**config.mk**
```make
export PLATFORM = sky130hd
export DESIGN_NAME = argmax_scanner
export DESIGN_NICKNAME = d
export VERILOG_FILES = /design/src/rtl/argmax_scanner.sv
export SDC_FILE = /design/constraint.sdc
export NUM_CORES = 1
export LEC_CHECK = 0
export ABC_AREA = 0
export CAP_MARGIN = 20
export CORE_MARGIN = 4
export CORE_UTILIZATION = 50
export CTS_CLUSTER_DIAMETER = 150
export DETAILED_ROUTE_END_ITERATION = 7
export PLACE_DENSITY_LB_ADDON = 0.3
export RECOVER_POWER = 50
export SLEW_MARGIN = 20
export SYNTH_ARGS = -nofsm -noshare
export SYNTH_HDL_FRONTEND = slang
export SYNTH_SLANG_ARGS = --single-unit
```
**constraint.sdc**
```tcl
create_clock -name clk -period 3.59 [get_ports clk]
set_clock_uncertainty 0.1 [all_clocks]
set_input_delay 0.359 -clock clk [delete_from_list [all_inputs] [get_ports clk]]
set_output_delay 0.359 -clock clk [all_outputs]
set_load 0.05 [all_outputs]
```
**src/rtl/argmax_scanner.sv**
```systemverilog
// argmax_scanner
//   Sequential arg-max / arg-min selector. A scan is opened with a start
//   pulse, a stream of (value, id) beats is folded into a single running
//   best, and the winning value, its id and the number of accepted beats
//   are presented once the last beat of the stream has been accepted.
//
// Parameters
//   DATA_WIDTH : width of the unsigned metric value
//   ID_WIDTH   : width of the node ID tag
//   MODE       : 0 = keep the maximum, 1 = keep the minimum
//
// Ports
//   clk        : clock, rising edge
//   nrst       : asynchronous active-low reset
//   start      : begin a scan (only seen while idle)
//   abort      : cancel the scan in progress (only seen while scanning)
//   in_valid   : beat valid
//   in_ready   : scanner accepting beats (registered state only)
//   in_value   : metric value of the beat
//   in_id      : node ID of the beat
//   in_last    : final beat of the stream
//   out_valid  : result available (registered state only)
//   out_ready  : downstream consumes the result
//   best_value : winning metric (running value while scanning)
//   best_id    : ID of the winning beat
//   count      : number of beats accepted, saturating
module argmax_scanner #(
  parameter int DATA_WIDTH = 16,
  parameter int ID_WIDTH   = 8,
  parameter int MODE       = 0
) (
  input  logic                  clk,
  input  logic                  nrst,
  input  logic                  start,
  input  logic                  abort,
  input  logic                  in_valid,
  output logic                  in_ready,
  input  logic [DATA_WIDTH-1:0] in_value,
  input  logic [ID_WIDTH-1:0]   in_id,
  input  logic                  in_last,
  output logic                  out_valid,
  input  logic                  out_ready,
  output logic [DATA_WIDTH-1:0] best_value,
  output logic [ID_WIDTH-1:0]   best_id,
  output logic [ID_WIDTH:0]     count
);

  typedef enum logic [1:0] {
    IDLE = 2'd0,
    SCAN = 2'd1,
    DONE = 2'd2
  } state_t;

  localparam logic [ID_WIDTH:0] COUNT_MAX = '1;
  localparam logic [ID_WIDTH:0] COUNT_ONE = {{ID_WIDTH{1'b0}}, 1'b1};

  state_t                  state_q, state_d;
  logic [DATA_WIDTH-1:0]   best_value_q, best_value_d;
  logic [ID_WIDTH-1:0]     best_id_q, best_id_d;
  logic [ID_WIDTH:0]       count_q, count_d;
  logic                    first_q, first_d;
  logic                    is_better;

  // Strict comparison: an equal value never displaces the held best, so
  // the earliest of several equal beats is the one reported.
  always_comb begin
    if (MODE == 0) begin
      is_better = (in_value > best_value_q);
    end else begin
      is_better = (in_value < best_value_q);
    end
  end

  // State and datapath registers.
  always_ff @(posedge clk or negedge nrst) begin
    if (!nrst) begin
      state_q      <= IDLE;
      best_value_q <= '0;
      best_id_q    <= '0;
      count_q      <= '0;
      first_q      <= 1'b0;
    end else begin
      state_q      <= state_d;
      best_value_q <= best_value_d;
      best_id_q    <= best_id_d;
      count_q      <= count_d;
      first_q      <= first_d;
    end
  end

  // Next-state and datapath update. Abort is checked before the accept so
  // a beat presented in the abort cycle leaves every register untouched.
  always_comb begin
    state_d      = state_q;
    best_value_d = best_value_q;
    best_id_d    = best_id_q;
    count_d      = count_q;
    first_d      = first_q;

    unique case (state_q)
      IDLE: begin
        if (start) begin
          state_d      = SCAN;
          best_value_d = '0;
          best_id_d    = '0;
          count_d      = '0;
          first_d      = 1'b1;
        end
      end

      SCAN: begin
        if (abort) begin
          state_d = IDLE;
        end else if (in_valid) begin
          // The first beat always wins because the cleared best is not a
          // real sample and must not take part in the comparison.
          if (first_q || is_better) begin
            best_value_d = in_value;
            best_id_d    = in_id;
          end
          first_d = 1'b0;
          if (count_q != COUNT_MAX) begin
            count_d = count_q + COUNT_ONE;
          end
          if (in_last) begin
            state_d = DONE;
          end
        end
      end

      DONE: begin
        if (out_ready) begin
          state_d = IDLE;
        end
      end

      default: begin
        state_d = IDLE;
      end
    endcase
  end

  // Handshake outputs decoded from the state register only.
  always_comb begin
    in_ready  = (state_q == SCAN);
    out_valid = (state_q == DONE);
  end

  assign best_value = best_value_q;
  assign best_id    = best_id_q;
  assign count      = count_q;

endmodule

```
# Word-level counts from Yosys, hierarchy flattened
# Index checks and enable logic that the tools add are counted.
[op_classes] n_addsub=1 multipliers=0 div=0 order_cmp=1 n_eq_ne=11 shifts=0 mux=25 bitwise_logic=0 reduce_logical=7
[op_table] operator="16-bit two-way mux" n=4
[op_table] operator="9-bit two-way mux" n=4
[op_table] operator="8-bit two-way mux" n=4
[op_table] operator="16-bit case mux with 2 select lines" n=1
[op_table] operator="9-bit case mux with 2 select lines" n=1
[op_table] operator="16-bit greater-than comparator" n=1
[op_table] operator="8-bit case mux with 2 select lines" n=1
[op_table] operator="2-bit two-way mux" n=5
[op_table] operator="5-bit AND reduction" n=2
[op_table] operator="9-bit by 1-bit adder with 9-bit output, second input constant" n=1
[op_table] operator="9-bit inequality test, second input constant" n=1
[op_table] operator="4-bit AND reduction" n=2
[op_table] operator="2-bit by 1-bit inequality test with 1-bit output, second input constant" n=3
[op_table] operator="2-bit inequality test, second input constant" n=3
[op_table] operator="2-bit case mux with 3 select lines" n=1
[op_table] operator="1-bit two-way mux" n=3
[op_table] operator="3-bit by 2-bit inequality test with 1-bit output, second input constant" n=1
[op_table] operator="3-bit inequality test, second input constant" n=1
[op_table] operator="2-bit by 1-bit == test with 1-bit output, second input constant" n=1
[op_table] operator="2-bit == test, second input constant" n=1
[op_table] operator="2-bit logical NOT" n=1
[op_table] operator="1-bit case mux with 2 select lines" n=1
[op_table] operator="2-bit nonzero test" n=1
[op_table] operator="1-bit logical OR" n=1
[totals] regBits=36 latch_bits=0 ramBits=0 romBits=0 in_bits=31 out_inout_bits=35 word_cells=50 mem_count=0

# Depth between registers and ports, before layout
# Gate-level depths: netlist of the first run.
[depth] word_depth=6 mapped_depth=10

# Worst setup path after synthesis of the first run
# No wires, ideal clock.
[synth_path] kind="register to register" from="register count_q[2], in the netlist count[2]" to="register count_q[5], in the netlist count[5]" setup_ns=0.135 arrival_ns=2.363 required_time_ns=3.355 path_slack_ns=0.992 path_stages_with_launch=11 n_path_buf=1 period_less_slack_ns=2.598 cell_sequence="dfrtp_1 and4_1 and2_1 and3_1 ha_1 nand4bb_1 a21oi_1 clkbuf_1 nand4_1 xor2_1 nor2_1"
[synth_between] elab_chain_cells=5 elab_cells_between_ends=8 classes_between="add/sub (1); eq/ne (2); mux (4); reduce/logical (1)"
[synth_rtl] element="from (decl)" line="60" text="logic [ID_WIDTH:0] count_q, count_d;"
[synth_rtl] element="from (signal assigned)" line="86" text="count_q <= count_d;"
[synth_rtl] element="9-bit by 1-bit adder with 9-bit output" line="123" text="count_d = count_q + COUNT_ONE;"
[synth_rtl] element="9-bit two-way mux" line="122" text="if (count_q != COUNT_MAX) begin"
[synth_rtl] element="9-bit two-way mux" line="114" text="end else if (in_valid) begin"
[synth_rtl] element="9-bit two-way mux" line="112" text="if (abort) begin"
[synth_rtl] element="9-bit case mux with 2 select lines" line="100" text="unique case (state_q)"
# Several ways; a longest one is shown, not always the timed one. The select of a mux whose other input is x is not followed.
# A chain may end at the register's enable or synchronous reset.

# Final worst setup path of the first run
[layout_path] from="input port in_value[15]" to="register best_value_q[8], in the netlist best_value[8]"
[layout_between] elab_chain_cells=4
[layout_rtl] element="from (decl)" line="38" text="input logic [DATA_WIDTH-1:0] in_value,"
[layout_rtl] element="16-bit greater-than comparator" line="68" text="is_better = (in_value > best_value_q);"
[layout_rtl] element="1-bit logical OR" line="117" text="if (first_q || is_better) begin"
[layout_rtl] element="2-bit by 1-bit inequality test with 1-bit output (no line)"
[layout_rtl] element="5-bit AND reduction (no line)"
[layout_rtl] element="to (signal assigned)" line="84" text="best_value_q <= best_value_d;"
[layout_rtl] element="to (decl)" line="58" text="logic [DATA_WIDTH-1:0] best_value_q, best_value_d;"
# No other way between the ends.

==> out/summary.txt, run 1 <==
status: finished, violations left
failing checks: max-capacitance violations, max-slew violations
FF-to-FF Start: state_q[1]
CTS max path bufs: 2
Routed Antenna Nets: 0
share of the synthesized area in the top cell type: 42.8%
post-CTS setup buffers: 0
Clock Tree Root: clkbuf_8
Netlist cell types: 35
Critical Path Fanout Max: 24
crit start category: primary input
Syn Nets: 255
layout cells sized above 1: 6.57%
# hold bufs at CTS: 0
Post-Route Setup TNS: 0 ps
clk slew on worst S/H paths: 60 ps
Die H: 72.9 um
antenna cell count: 0
WL per Instance: 13.6 um
post-CTS sizing: 0
Final Non-Filler Cells: 324
clk_lat worst skew: 290 ps
htree depth: 2
CP Launch Point: in_value[15]
Seq/Total Area, Yosys: 42.8%
fmax: 0.410 GHz
routed via count: 1678
pre-CTS WS: 835 ps
CP endpoint kind: flop
core area: 4030 um2
initial antenna violation count: 0
clock sink count: 36
Synth area leaders: dfrtp_1, mux2i_1, ha_1
Final setup viols: 0
Worst-Margin Slew: 1910 ps
Slew Viols, Final: 37
Die X: 72.9 um
Initial Util: 52.3%
final wirelength: 4400 um
Tcrit/Tclk final: 68.0%
total I/O pin count: 66
placed insts: 317
ys flop type: dfrtp_1
row count: 23
slowest CP cell: clkdlybuf4s50_1
Leak: 0.00134 uW
Synth area leader: dfrtp_1
Post-synth EDFFs: 0
HPWL Detailed: 3320 um
number of max-cap violations: 1
Synth Cell Area: 2110 um2
post-layout min period: 2440 ps
Syn Inst Count: 206
worst setup margin: 1150 ps
Worst Hold Class: reg2reg
vias in the first global route: 1721
top cells by count, synth: dfrtp_1, nand2_1, inv_1
Cell Pwr Density: 594 nW/um2
Tot GR Track Use: 18.5%
Final Hold Viols: 0
PortBufs: 65
Critical Path AT: 2540 ps
post-synthesis register bit count: 36
Async SR Flop Fraction: 100%
Final Wtd Congestion: 0.775
Top delay family on crit path: buffers and inverters
Synth Area per Inst: 10.2 um2
DR pass1 iterations: 4
first-pass GRT wire length: 7680 um
Iter 0 DRT Violations: 66
worst vdd ir: 0.353 mV
nets@finish: 323
CP Class: in2reg
Num CTS Buffers: 5
most frequent cell after synthesis: dfrtp_1
largest net degree at the start of global routing: 37
CP max stage delay: 440 ps
die area: 5320 um2
hold_ws: 413 ps
hold path startpoint: best_id[0]
# DRC: 0
gr ovfl total: 0
Synth Warn #: 0
Vias/cell: 5.18
Slew HR: -27.4%
WP data required: 3690 ps
CTS tree: yes
CP cell instances: clkdlybuf4s50_1, ha_1, nand4_4, nor4_4, o21ai_2, a31oi_4, buf_4, mux2i_1
CP bufs+invs: 2
Area growth syn-to-layout: 35.3%
RSZ-0062 raised after global routing: no
==> worst paths after layout <==
| check | to | slack (ps) | cells past startpoint |
|---|---|---|---|
| min in group asynchronous | best_id[0] | 490 | 1 |
| worst max register to register | best_value[8] | 1240 | 7 |
| worst min register to register | best_id[0] | 410 | 2 |
| max in group asynchronous | best_id[3] | 1800 | 1 |
| worst min-delay path | best_id[0] | 410 | 2 |
| worst max-delay path | best_value[8] | 1150 | 8 |
==> registers in the layout, summed over array words and instances, names as in the netlist <==
register,count
best_id,8
best_value,16
count,9
first_q,1
state_q,2
==> cells in the final DEF, fill, tap and decap left out, types with 2 or more instances in the layout <==
cell type and n:
clkbuf_8 5, nand4_1 5, a21oi_1 7, o21ai_0 3
nand3_1 3, buf_4 3, dlygate4sd3_1 14, and3_1 2
clkbuf_1 2, nor2b_1 2, dfrtp_1 36, inv_1 28
mux2i_1 25, nor2_1 10, ha_1 18, a21o_1 3
clkdlybuf4s50_1 50, nand2_1 33, xor2_1 6
==> tightest hold or removal path: cells and delay by family (launching register included) <==
family	cells	cell delay, ps
mux	1	50
flops	1	370
buf+inv	1	50
==> cell families after synthesis <==
kind of cell,Yosys count,share of synthesized area (%)
and+or+nand+nor,65,16.3
muxes,25,11.9
DFF,36,42.8
buffers and inverters,35,7.96
xor gates and xnor gates,6,2.49
AOI/OAI and AO/OA,21,7.90
adders and majority gates,18,10.7
==> per-stage QoR <==
step           utilization [%]  total power [uW]  area [um2]
3_5_place_dp              68.9              1460        2780
4_1_cts                   70.8              1740        2850
3_3_place_gp              68.9              1440        2780
5_1_grt                   70.8              1800        2850
2_1_floorplan                -              1180        2110
6_report                  70.8              1700        2850
==> power by group <==
| group | total, uW | switching (uW) | internal (uW) |
|---|---|---|---|
| clock network | 272 | 140 | 132 |
| registers | 554 | 60.0 | 494 |
| logic | 869 | 567 | 302 |
| total | 1700 | 768 | 928 |
==> final cells by class <==
cell class | count | area, um2
timing repair buffer | 68 | 667
clock inverter | 1 | 5.00
tap | 50 | 62.6
clock buffer | 6 | 72.6
sequential | 36 | 901
multi-input combinational | 135 | 1040
inverter | 28 | 105
fill | 324 | 1180
==> layer usage <==
metal  global-route usage, %  up-vias  part of all wire (%)
li1                        -      830                     -
met1                    23.8      799                    45
met5                       0        -                     0
met2                    30.8       42                    48
met4                    6.15        0                   1.4
met3                    4.41        7                   5.8
Power figures use the tool's default switching activity.
==> run 2, diff against run 1 <==
--- a/config.mk
+++ b/config.mk
@@ -8,7 +8,7 @@
 export ABC_AREA = 0
 export CAP_MARGIN = 20
 export CORE_MARGIN = 4
-export CORE_UTILIZATION = 50
+export CORE_UTILIZATION = 42
 export CTS_CLUSTER_DIAMETER = 150
 export DETAILED_ROUTE_END_ITERATION = 7
 export PLACE_DENSITY_LB_ADDON = 0.3
==> constraint.sdc (replaced) <==
create_clock -name clk -period 2.2 [get_ports clk]
set_clock_uncertainty 0.1 [all_clocks]
set_input_delay 0.22 -clock clk [delete_from_list [all_inputs] [get_ports clk]]
set_output_delay 0.22 -clock clk [all_outputs]
set_load 0.05 [all_outputs]
==> out/summary.txt, run 2 (synthesis gave the netlist of run 1 again) <==
status: completed
CP endpoint kind: flop
crit start category: flop
CTS tree: yes
placed insts: 346
htree depth: 2
Final Hold Viols: 0
Tot GR Track Use: 16.2%
commonest cells after routing, fill and taps aside: clkdlybuf4s50_1, nand2_1, mux2i_1
largest net degree at the start of global routing: 37
Initial Util: 44.0%
core area: 4790 um2
Slew HR: 40.0%
Critical Path Fanout Max: 7
initial antenna violation count: 0
routed via count: 1752
Clock Tree Root: clkbuf_8
total I/O pin count: 66
first-pass GRT wire length: 8070 um
RSZ-0062 raised after global routing: yes
Vias/cell: 4.88
Tcrit/Tclk final: 97.8%
CP bufs+invs: 1
final wirelength: 4780 um
Final Wtd Congestion: 0.779
max reg flops: 16
Fillers: 377
row count: 25
hold_ws: 122 ps
WL per Instance: 13.3 um
Cell Pwr Density: 943 nW/um2
post-layout min period: 2150 ps
most common cell after layout, fill and taps aside: clkdlybuf4s50_1
CP cell instances: and4_4, and2_4, and3_4, ha_4, nand4bb_4, a21oi_4, buf_4, nand4_1, xor2_1, nor2_1
# DRC: 0
Final Non-Filler Cells: 359
CP Class: reg2reg
CTS max path bufs: 2
Critical Path AT: 2200 ps
clk slew on worst S/H paths: 70 ps
nets@finish: 340
Num CTS Buffers: 5
Die H: 78.8 um
slowest CP cell: dfrtp_2
gr ovfl total: 0
vias in the first global route: 1799
Worst Hold Class: in2reg
Slew Viols, Final: 0
antenna cell count: 0
Worst-Margin Slew: 900 ps
Leak: 0.00141 uW
number of max-cap violations: 0
layout cells sized above 1: 29.8%
worst vdd ir: 0.577 mV
Area growth syn-to-layout: 54.5%
clock sink count: 36
WP data required: 2250 ps
Iter 0 DRT Violations: 47
HPWL Detailed: 3480 um
fmax: 0.465 GHz
CP max stage delay: 410 ps
PortBufs: 65
Top delay family on crit path: simple AND/OR/NAND/NOR gates
Routed Antenna Nets: 0
Final setup viols: 0
DR pass1 iterations: 4
Die X: 78.8 um
die area: 6210 um2
clk_lat worst skew: 290 ps
run 2: what timing repair did:
action                     4_1_cts  5_1_grt
buffers inserted                 0        3
hold endpoints to repair        36        0
hold buffers                     1        0
gates cloned                     0        1
pin swaps                        3        6
setup endpoints to repair        1       11
gates resized for setup          2        6
run 2: area by class of cell:
class / instances / area (um2) / area share, %
multi-input cells: 135 / 1210 / 37.3
inverters: 28 / 105 / 3.23
well taps: 67 / 83.8 / 2.58
repair buffers: 85 / 832 / 25.6
clock buffers: 8 / 90.1 / 2.77
flip-flops and latches: 36 / 928 / 28.5
run 2: report_power, final:
part	internal [uW]	total, uW	switching (uW)
registers	823	916	93.6
clock network	255	482	227
logic	662	1670	1010
run 2: worst min-delay path, stage by stage:
cell and delay, ps:
dlymetal6s2s_1 130, nand2_1 60, mux2i_1 60
run 2: through the flow:
step                TNS, ps  total power (uW)  instance area [um2]  setup WS (ps)  util [%]
finish                    0              3070                 3250           48.1      68.0
global route          -48.1              3270                 3250          -19.6      68.0
CTS                       0              3090                 3190           31.6      66.7
detailed placement    -4200              2590                 3070           -209      64.1
global placement      -3030              2560                 3070           -150      64.1
floorplan              -439              2050                 2280          -85.3         -
run 2: path summary, 6_finish.rpt:
check                                  from        endpoint  slack (ps)  cells past startpoint
worst min register to register   best_id[0]      best_id[0]         410                      2
worst max register to register     count[5]        count[4]          50                     10
min in group asynchronous              nrst  best_value[11]         490                      2
max in group asynchronous              nrst        count[1]         890                      2
worst max-delay path               count[5]        count[4]          50                     10
worst min-delay path            in_value[0]   best_value[0]         120                      3
run 2: routing by layer:
| layer | up-vias | track usage, % | share of wire [%] |
|---|---|---|---|
| met5 | - | 0 | 0 |
| met4 | 0 | 4.64 | 1.1 |
| met3 | 6 | 3.74 | 5.1 |
| met2 | 58 | 27.4 | 48 |
| met1 | 826 | 20.8 | 46 |
| li1 | 862 | - | - |
